[config.mk]
export PLATFORM = sky130hd
export DESIGN_NAME = regfile_wb_arbiter_flat
export DESIGN_NICKNAME = d
export VERILOG_FILES = /design/src/rtl/rv_pkg.sv /design/src/rtl/regfile_wb_arbiter_if.sv /design/src/rtl/regfile_wb_arbiter_fifo.sv /design/src/rtl/regfile_wb_arbiter.sv /design/src/flat_wrapper.sv
export SDC_FILE = /design/constraint.sdc
export NUM_CORES = 1
export LEC_CHECK = 0
export BUFFER_PORTS_ARGS = -buffer_cell sky130_fd_sc_hd__buf_2
export CAP_MARGIN = 40
export CORE_ASPECT_RATIO = 0.9
export CORE_MARGIN = 2
export CORE_UTILIZATION = 25
export CTS_BUF_LIST = sky130_fd_sc_hd__clkbuf_16
export CTS_CLUSTER_DIAMETER = 60
export DETAILED_ROUTE_END_ITERATION = 8
export PLACE_DENSITY = 0.53
export SETUP_SLACK_MARGIN = 0.1
export SLEW_MARGIN = 20
export SYNTH_ARGS = -nofsm -noshare
export SYNTH_HDL_FRONTEND = slang
export SYNTH_SLANG_ARGS = --single-unit
[constraint.sdc]
create_clock -name clk -period 5.47 [get_ports clk]
set_clock_uncertainty 0.1 [all_clocks]
set_input_delay 0.8205 -clock clk [delete_from_list [all_inputs] [get_ports clk]]
set_output_delay 0.8205 -clock clk [all_outputs]
set_load 0.005 [all_outputs]
[src/rtl/rv_pkg.sv]
// Shared register-file constants and the write-back entry payload.
package rv_pkg;

   localparam int unsigned REG_ADDR_W = 5;
   localparam int unsigned XLEN       = 32;

   localparam logic [REG_ADDR_W-1:0] REG_ZERO = REG_ADDR_W'(0);

   // One buffered mul/div result: destination plus data.
   typedef struct packed {
      logic [REG_ADDR_W-1:0] rd;
      logic [XLEN-1:0]       data;
   } wb_entry_t;

endpackage

[src/rtl/regfile_wb_arbiter_if.sv]
// Mul/div result handshake channel into the write-back arbiter.
//   md_valid/md_rd/md_data : result offered by the mul/div unit
//   md_ready               : arbiter can accept a result this cycle
interface regfile_wb_arbiter_if;
   import rv_pkg::*;

   logic                  md_valid;
   logic [REG_ADDR_W-1:0] md_rd;
   logic [XLEN-1:0]       md_data;
   logic                  md_ready;

   modport master (output md_valid, output md_rd, output md_data, input md_ready);
   modport slave  (input md_valid, input md_rd, input md_data, output md_ready);

endinterface

[src/rtl/regfile_wb_arbiter_fifo.sv]
// wb_fifo: DEPTH-entry synchronous FIFO of write-back entries.
//   push/din  : enqueue (ignored when full)
//   pop       : dequeue (ignored when empty)
//   head_c    : current head entry (combinational read)
//   count     : registered occupancy; full/empty registered alongside it
module wb_fifo
   import rv_pkg::*;
#(
   parameter int unsigned DEPTH = 2
) (
   input  logic                    clk,
   input  logic                    rst_n,
   input  logic                    push,
   input  wb_entry_t               din,
   input  logic                    pop,
   output wb_entry_t               head_c,
   output logic [$clog2(DEPTH):0]  count,
   output logic                    full,
   output logic                    empty
);

   localparam int unsigned AW = $clog2(DEPTH);
   localparam int unsigned CW = AW + 1;

   wb_entry_t         mem [DEPTH];
   logic [AW-1:0]     wr_ptr;
   logic [AW-1:0]     rd_ptr;
   logic              push_ok;
   logic              pop_ok;
   logic [CW-1:0]     count_nxt;

   assign push_ok = push && !full;
   assign pop_ok  = pop && !empty;
   assign head_c  = mem[rd_ptr];

   // Occupancy after this cycle's push/pop.
   always_comb begin
      count_nxt = count;
      if (push_ok && !pop_ok)      count_nxt = count + CW'(1);
      else if (!push_ok && pop_ok) count_nxt = count - CW'(1);
   end

   // Storage array carries no reset; validity is tracked by count.
   always_ff @(posedge clk) begin
      if (push_ok) mem[wr_ptr] <= din;
   end

   // Pointers wrap naturally since DEPTH is a power of two.
   always_ff @(posedge clk or negedge rst_n) begin
      if (!rst_n) begin
         wr_ptr <= '0;
         rd_ptr <= '0;
         count  <= '0;
         full   <= 1'b0;
         empty  <= 1'b1;
      end else begin
         if (push_ok) wr_ptr <= wr_ptr + AW'(1);
         if (pop_ok)  rd_ptr <= rd_ptr + AW'(1);
         count <= count_nxt;
         full  <= (count_nxt == CW'(DEPTH));
         empty <= (count_nxt == '0);
      end
   end

endmodule

[src/rtl/regfile_wb_arbiter.sv]
// Register-file write-port arbiter: merges ALU results with buffered mul/div
// results, tracks pending mul/div destinations, flags RAW hazards and forces a
// drain slot (wb_stall) when the FIFO head has waited too long.
//   alu_*           : single-cycle result (has priority)
//   md_issue_*      : mul/div issue, sets the pending bit
//   md (slave)      : mul/div result handshake
//   rs1/rs2, hazard : decode-stage hazard query
//   issue_conflict  : issued destination already pending (combinational)
//   wb_stall        : core must not present alu_valid this cycle
//   reg_write/rd/wd : registered register-file write port
//   pending_mask    : scoreboard, bit 0 always 0
//   proto_err       : sticky, alu_valid seen during wb_stall
module regfile_wb_arbiter
   import rv_pkg::*;
#(
   parameter int unsigned DEPTH        = 2,
   parameter int unsigned STARVE_LIMIT = 4
) (
   input  logic                  clk,
   input  logic                  rst_n,
   input  logic                  alu_valid,
   input  logic [REG_ADDR_W-1:0] alu_rd,
   input  logic [XLEN-1:0]       alu_data,
   input  logic                  md_issue_valid,
   input  logic [REG_ADDR_W-1:0] md_issue_rd,
   regfile_wb_arbiter_if.slave   md,
   input  logic [REG_ADDR_W-1:0] rs1,
   input  logic [REG_ADDR_W-1:0] rs2,
   output logic                  hazard,
   output logic                  issue_conflict,
   output logic                  wb_stall,
   output logic                  reg_write,
   output logic [REG_ADDR_W-1:0] rd,
   output logic [XLEN-1:0]       wd,
   output logic [31:0]           pending_mask,
   output logic                  proto_err
);

   localparam int unsigned CW = $clog2(DEPTH) + 1;
   localparam int unsigned SW = $clog2(STARVE_LIMIT + 1);

   wb_entry_t     head;
   logic [CW-1:0] fifo_count;
   logic          fifo_full;
   logic          fifo_empty;
   logic          alu_sel;
   logic          pop;
   logic          push;
   logic          issue_set;
   logic          waiting;
   logic          starve_hit;
   logic [SW-1:0] starve_cnt;
   logic [SW-1:0] starve_inc;
   logic [31:0]   pending_nxt;

   wb_fifo #(.DEPTH(DEPTH)) u_fifo (
      .clk    (clk),
      .rst_n  (rst_n),
      .push   (push),
      .din    ('{rd: md.md_rd, data: md.md_data}),
      .pop    (pop),
      .head_c (head),
      .count  (fifo_count),
      .full   (fifo_full),
      .empty  (fifo_empty)
   );

   // Selection: a real ALU write wins; otherwise the FIFO head drains.
   assign alu_sel   = alu_valid && (alu_rd != REG_ZERO);
   assign pop       = !alu_sel && !fifo_empty;
   assign md.md_ready = (fifo_count < CW'(DEPTH));
   // rd==0 results are accepted by the handshake but never stored.
   assign push      = md.md_valid && !fifo_full && (md.md_rd != REG_ZERO);
   assign issue_set = md_issue_valid && (md_issue_rd != REG_ZERO);

   assign hazard = ((rs1 != REG_ZERO) && pending_mask[rs1]) ||
                   ((rs2 != REG_ZERO) && pending_mask[rs2]);
   assign issue_conflict = issue_set && pending_mask[md_issue_rd];

   // Pop clears first so a same-index issue in the same cycle wins.
   always_comb begin
      pending_nxt = pending_mask;
      if (pop)       pending_nxt[head.rd]     = 1'b0;
      if (issue_set) pending_nxt[md_issue_rd] = 1'b1;
      pending_nxt[0] = 1'b0;
   end

   // Head age: counts cycles a non-empty FIFO goes unserved.
   assign waiting    = !fifo_empty && !pop;
   assign starve_inc = starve_cnt + SW'(1);
   assign starve_hit = waiting && (starve_inc >= SW'(STARVE_LIMIT));

   always_ff @(posedge clk or negedge rst_n) begin
      if (!rst_n) begin
         reg_write    <= 1'b0;
         rd           <= REG_ZERO;
         wd           <= '0;
         pending_mask <= '0;
         starve_cnt   <= '0;
         wb_stall     <= 1'b0;
         proto_err    <= 1'b0;
      end else begin
         reg_write <= alu_sel || pop;
         if (alu_sel) begin
            rd <= alu_rd;
            wd <= alu_data;
         end else if (pop) begin
            rd <= head.rd;
            wd <= head.data;
         end
         pending_mask <= pending_nxt;
         wb_stall     <= starve_hit;
         starve_cnt   <= (!waiting || starve_hit) ? '0 : starve_inc;
         if (alu_valid && wb_stall) proto_err <= 1'b1;
      end
   end

endmodule

[src/flat_wrapper.sv]
// flat-port wrapper written by rule: the top's interface ports become plain ports
module regfile_wb_arbiter_flat import rv_pkg::*;
#(
   parameter int unsigned DEPTH        = 2,
   parameter int unsigned STARVE_LIMIT = 4
)
  (clk, rst_n, alu_valid, alu_rd, alu_data, md_issue_valid, md_issue_rd, rs1, rs2, hazard, issue_conflict, wb_stall, reg_write, rd, wd, pending_mask, proto_err, md_md_valid, md_md_rd, md_md_data, md_md_ready);
  regfile_wb_arbiter_if md_i ();
  input  logic clk;
  input  logic rst_n;
  input  logic alu_valid;
  input  logic [REG_ADDR_W-1:0] alu_rd;
  input  logic [XLEN-1:0] alu_data;
  input  logic md_issue_valid;
  input  logic [REG_ADDR_W-1:0] md_issue_rd;
  input  logic [REG_ADDR_W-1:0] rs1;
  input  logic [REG_ADDR_W-1:0] rs2;
  output logic hazard;
  output logic issue_conflict;
  output logic wb_stall;
  output logic reg_write;
  output logic [REG_ADDR_W-1:0] rd;
  output logic [XLEN-1:0] wd;
  output logic [31:0] pending_mask;
  output logic proto_err;
  input wire logic [$bits(md_i.md_valid)-1:0] md_md_valid;
  input wire logic [$bits(md_i.md_rd)-1:0] md_md_rd;
  input wire logic [$bits(md_i.md_data)-1:0] md_md_data;
  output wire logic [$bits(md_i.md_ready)-1:0] md_md_ready;
  assign md_i.md_valid = md_md_valid;
  assign md_i.md_rd = md_md_rd;
  assign md_i.md_data = md_md_data;
  assign md_md_ready = md_i.md_ready;
  regfile_wb_arbiter #(.DEPTH(DEPTH), .STARVE_LIMIT(STARVE_LIMIT)) u_core (.clk(clk), .rst_n(rst_n), .alu_valid(alu_valid), .alu_rd(alu_rd), .alu_data(alu_data), .md_issue_valid(md_issue_valid), .md_issue_rd(md_issue_rd), .md(md_i), .rs1(rs1), .rs2(rs2), .hazard(hazard), .issue_conflict(issue_conflict), .wb_stall(wb_stall), .reg_write(reg_write), .rd(rd), .wd(wd), .pending_mask(pending_mask), .proto_err(proto_err));
endmodule
## Yosys cells after proc, flatten, opt, wreduce, memory -nomap -nowiden

Memories as Yosys holds them, arrays and structs flattened.
Cells that the tools add are included.

| cells by class | value |
|---|---|
| add/subtract/negate cells | 5 |
| $lt $le $gt $ge | 8 |
| equal/unequal tests | 1 |
| muxes and demuxes | 21 |
| bitwise logic cells | 3 |
| reductions and logical operators | 34 |

Operators by type and width:

| cell | number |
|---|---|
| $mux 32 | 4 |
| $and 32x32->32 | 1 |
| $not 32->32 | 1 |
| $or 32x32->32 | 1 |
| $reduce_bool 5->1 | 5 |
| $lt 5x6->1 const B | 4 |
| $logic_and 1x1->1 | 17 |
| $bmux 1 s5 | 3 |
| $demux 1 s5 | 2 |
| $ge 5x1->1 const B | 2 |
| $mux 5 | 2 |
| $logic_not 1->1 | 7 |
| $mux 1 | 7 |
| $mux 2 | 2 |
| $add 3x1->3 const B | 1 |
| $ge 3x3->1 const B | 1 |
| $logic_or 1x1->1 | 3 |
| $mux 3 | 1 |
| $add 1x1->1 const B | 2 |
| $add 2x1->2 const B | 1 |
| $eq 2x2->1 const B | 1 |
| $logic_not 2->1 | 1 |
| $lt 2x2->1 const B | 1 |
| $reduce_bool 2->1 | 1 |
| $sub 2x1->2 const B | 1 |

| storage, ports and cells | value |
|---|---|
| flip-flop bits (word level) | 80 |
| bits in writable memories | 74 |
| input bits | 94 |
| output and inout port bits | 75 |
| word-level logic and storage cells | 85 |
| memories kept | 1 |

Memory list:

| memory | depth | width | read ports | clocked after Yosys merged registers in | write ports | RTL line | text |
|---|---|---|---|---|---|---|---|
| u_core.u_fifo.mem | 2 | 37 | 1 | 0 | 1 | regfile_wb_arbiter_fifo.sv:25 | `wb_entry_t mem [DEPTH];` |

## Longest topological paths before layout

An unclocked memory read counts as a cell.

| depth | value |
|---|---|
| depth after elaboration | 10 |
| mapped depth | 7 |
| depth with buffers taken out | 5 |

## Hierarchy

Synthesis repeated with hierarchy kept, for this count alone.

| second synthesis, totals | value |
|---|---|
| cells, all modules | 544 |
| area, all modules | 7111.8 µm² |

By module, submodules not included:

| module | instances | cells each | area an instance (µm²) | seq. area each (µm²) |
|---|---|---|---|---|
| regfile_wb_arbiter | 1 | 398 | 4090.2 | 1851.8 |
| wb_fifo | 1 | 146 | 3021.6 | 2373.5 |

## Least setup slack after synthesis

OpenSTA, ideal clock, no wires.

| path | value |
|---|---|
| path type | input-to-reg |
| start point | input md_md_valid |
| end point | memory u_core.u_fifo.mem[0][0] in the netlist's numbering (enable) |
| setup time | 431 ps |
| arrival time | 2714 ps |
| required time | 4939 ps |
| path slack | 2225 ps |
| stages on the path | 3 |
| path buffers | 0 |
| cells stage by stage | nor2b_1 > o21ai_4 > nor2_1 |

| on the way | value |
|---|---|
| longest elaborated chain between the ends | 5 |

Ends and longest elaborated chain:

| item | RTL line | text |
|---|---|---|
| start, declared | flat_wrapper.sv:26 | `input wire logic [$bits(md_i.md_valid)-1:0] md_md_valid;` |
| $logic_and 1x1->1 (2 in series) | regfile_wb_arbiter.sv:73 | `assign push = md.md_valid && !fifo_full && (md.md_rd != REG_ZERO);` |
| $logic_and 1x1->1 | regfile_wb_arbiter_fifo.sv:32 | `assign push_ok = push && !full;` |
| $mux 1 | regfile_wb_arbiter_fifo.sv:45 | `if (push_ok) mem[wr_ptr] <= din;` |
| $mux 1 (not written as such) | regfile_wb_arbiter_fifo.sv:45 |  |
| end, declared | regfile_wb_arbiter_fifo.sv:25 |  |

No other way between the ends.

## Final worst setup path

| path | value |
|---|---|
| start point | input rs1[0] |
| end point | output hazard |

| on the way | value |
|---|---|
| longest elaborated chain between the ends | 4 |
| elaborated cells on any way between the ends | 5 |
| classes of those cells | mux: 2; reduce/logical: 3 |

Ends and longest elaborated chain:

| item | RTL line | text |
|---|---|---|
| start, declared | flat_wrapper.sv:16 | `input logic [REG_ADDR_W-1:0] rs1;` |
| $bmux 1 s5 | regfile_wb_arbiter.sv:76 | `assign hazard = ((rs1 != REG_ZERO) && pending_mask[rs1]) \|\|` |
| $mux 1 (not written as such) | regfile_wb_arbiter.sv:76 |  |
| $logic_and 1x1->1 (*) | regfile_wb_arbiter.sv:76 |  |
| $logic_or 1x1->1 (*) | regfile_wb_arbiter.sv:76 |  |
| end, declared | flat_wrapper.sv:18 | `output logic hazard;` |

Mark *: on every way between the ends. The rest lies on a longest branch, timed or not. The select of a mux whose other input is x is not followed.

==> out/qor.csv <==
stage,metric,value,unit
status,status,finished clean,
timing,RSZ-0062 raised after global routing,no,
synth,syn_area_per_cell,12.2,um2
critical_path,R2R Path Start,u_core.u_fifo.rd_ptr$_DFFE_PN0P_,
critical_path,Crit Path Max Fanout,11,
synth,"Seq/Total Area, Yosys",0.607,
synth,synthesized flop and latch total,154,
cts,hold buffer count at cts,0,
global_routing,first-pass GRT wire length,29.6,mm
synth,Netlist cell types,47,
critical_path,Buf/Inv on CP,2,
routing,Initial DRC Count,370,
critical_path,"Req. time, crit path",4.55,ns
routing,remaining antenna violation count,0,
critical_path,"slowest stage delay, CP",0.58,ns
power_and_ir_drop,Leakage,3.63,nW
critical_path,reg2reg path depth,5,
critical_path,capturing point of the worst reg2reg path,u_core.pending_mask[26]$_DFF_PN0_,
synth,Post-synth ARST share,0.519,
placed_design,half-perimeter wire length after placement,13.4,mm
timing,"Min Clock Period, post-route",3.40,ns
cts,post-CTS resize count,0,
critical_path,Critical-path top delay cell,mux4_1,
layout,proportion of layout cells with a drive suffix above 1,0.318,
critical_path,"Data arrival, critical path",2.48,ns
cts,CTS tree,done,
timing,Final period util,0.621,
timing,worst-margin pin slew,0.730,ns
cts,setup bufs post-CTS,0,
routing,WL/cell,17.1,um
cts,Clock Latency Late Sink,0.42,ns
critical_path,crit path kind,in2out,
cts,Num CTS Buffers,17,
timing,Hold Slack,0.254,ns
global_routing,largest net degree at the start of global routing,56,
floorplanning,initial core utilization,0.256,
critical_path,worst-path cell chain,"buf_2, mux4_1, mux2_2, nand3_2, nand4_1, a211o_1, buf_2",
routing,final wirelength,18.8,mm
layout,"Area growth, synth to finish",25.7,%
cts,Root Driver,clkbuf_16,
synth,top-count cell post-synth,o21ai_0,
routing,DRT Pass-1 Iters,5,
synth,number of enable flip-flop cells after synthesis,74,
synth,Cells after Synth,570,
layout,Multi-input gate area,2580,um2
layout,Register Area,4230,um2
global_routing,gr ovfl total,0,
power_and_ir_drop,peak supply drop,0.000234,V
routing,Vias/cell,4.73,
timing,Setup Viol. Count Final,0,
global_routing,GR Util All Layers,0.129,
floorplanning,FP Rows,57,
min_path,Hold WC Path Type,in2async,
cts,clock sink total,154,
critical_path,Crit path max-delay family,multiplexers,
cts,Max Buffers Root-to-Sink,2,
power_and_ir_drop,PD cells,502,nW/um2
floorplanning,die height,162,um
timing,Setup TNS,0,ns
synth,"Primary FF master, synth",dfrtp_1,
synth,Ys Warns,0,
global_routing,initial antenna violation count,6,
floorplanning,Die W,180,um
global_routing,vias in the first global route,5148,
layout,fill cell count,2787,
critical_path,"most used cell, CP",buf_2,
cts,H-tree depth,4,
timing,Final Hold Viols,0,
critical_path,Critical Path End Type,output port,
critical_path,WP depth,7,
power_and_ir_drop,total power,4.39,mW
timing,Slew HR,0.499,
synth,cell taking the most area after synthesis,edfxtp_1,
routing,vias,5202,
synth,Post-Syn Area,6960,um2
synth,"top cells by count, synth","o21ai_0 (98), dfrtp_1 (79), edfxtp_1 (74), mux2i_1 (49), nand2_1 (49)",
routing,DRC,0,
floorplanning,Top Ports,169,
critical_path,r2r setup slk,2.47,ns
synth,Area contributors post-synth,"edfxtp_1 (32%), dfrtp_1 (28%), mux2i_1 (7.1%), o21ai_0 (7.1%), mux4_2 (4.5%)",
layout,Final nets,825,
run,maxcap violations,0,
timing,Max Fclk,0.294,GHz
floorplanning,die area,29200,um2
synth,Synth top area share,0.319,
placed_design,placer congestion estimate,0.841,
critical_path,startpoint types,primary input,
floorplanning,core area,27200,um2
placed_design,input/output buffers,167,
timing,Final Slew Violations,0,
cts,CTS clock-pin slew for the worst setup and hold paths,0.07,ns
## per-layer routing
| layer | vias to the layer above | GRT usage | routed length (um) |
|---|---|---|---|
| met5 | - | 0 | 48 |
| met4 | 8 | 0.0325 | 183 |
| met3 | 21 | 0.0581 | 2040 |
| met2 | 210 | 0.183 | 7660 |
| met1 | 2522 | 0.179 | 8880 |
| li1 | 2441 | - | - |
## kinds of logic after synthesis
| group | Yosys count | share of synthesized area |
|---|---|---|
| simple gates | 142 | 0.0932 |
| mux | 75 | 0.146 |
| buf+inv | 38 | 0.0245 |
| compound gates | 154 | 0.120 |
| flops | 154 | 0.607 |
| xor+xnor | 5 | 0.00630 |
| fa+ha+maj | 1 | 0.00180 |
| other cells | 1 | 0.000539 |
## per-stage QoR
stage,instance area (um2),setup slack (ns),util,std cells
2_1_floorplan,6960,2.22,-,571
3_3_place_gp,8150,2.07,0.300,1064
3_5_place_dp,8150,2.08,0.300,1064
4_1_cts,8730,2.07,0.321,1096
5_1_grt,8740,1.97,0.322,1097
6_report,8740,2.07,0.322,1099
## cell type report
class | instances | share of cell area
clock inverters | 15 | 0.0179
clock buffers | 17 | 0.0487
diodes | 2 | 0.000572
inverters | 4 | 0.00172
flip-flops and latches | 154 | 0.483
multi-input cells | 379 | 0.295
repair buffers | 174 | 0.102
well taps | 354 | 0.0507
## flip-flops by register name, indices dropped and copies added (netlist names)
signal and flops:
u_core.u_fifo.mem 74, u_core.wd 32, u_core.pending_mask 31, u_core.rd 5, u_core.starve_cnt 3, u_core.u_fifo.count 2
u_core.proto_err 1, u_core.reg_write 1, u_core.u_fifo.empty 1, u_core.u_fifo.full 1, u_core.u_fifo.rd_ptr 1, u_core.u_fifo.wr_ptr 1
u_core.wb_stall 1
## layout by cell type, fill, tap and decap left out, types with 5 or more instances in the layout
cell type  synthesis  final
nand2_1           49     49
nand3_1           18     18
mux2_2             7      7
buf_2             10    166
mux4_2            14     14
mux2i_1           49     49
nor2_1            46     44
clkbuf_16          0     17
edfxtp_1          74     74
dfrtp_1           79     78
buf_4              2      7
nor2b_1            9      9
a21oi_1           37     37
mux4_1             5      5
o21ai_0           98     98
## how the worst max path moves through the flow
stage          slack (ns)        start                                 to
3_5_place_dp         2.08       rs1[0]                             hazard
4_1_cts              2.07       rs1[0]                             hazard
5_1_grt              1.97       rs1[0]                             hazard
3_3_place_gp         2.07       rs1[0]                             hazard
2_1_floorplan        2.22  md_md_valid  u_core.u_fifo.mem[0][0]$_DFFE_PP_
6_report             2.07       rs1[0]                             hazard
## power breakdown
group	internal, mW	leakage [nW]	switching [mW]
Combinational	0.613	1.69	0.699
Sequential	1.57	1.65	0.346
Clock	0.645	0.287	0.510
No activity file was read; power rests on OpenSTA's default activity.
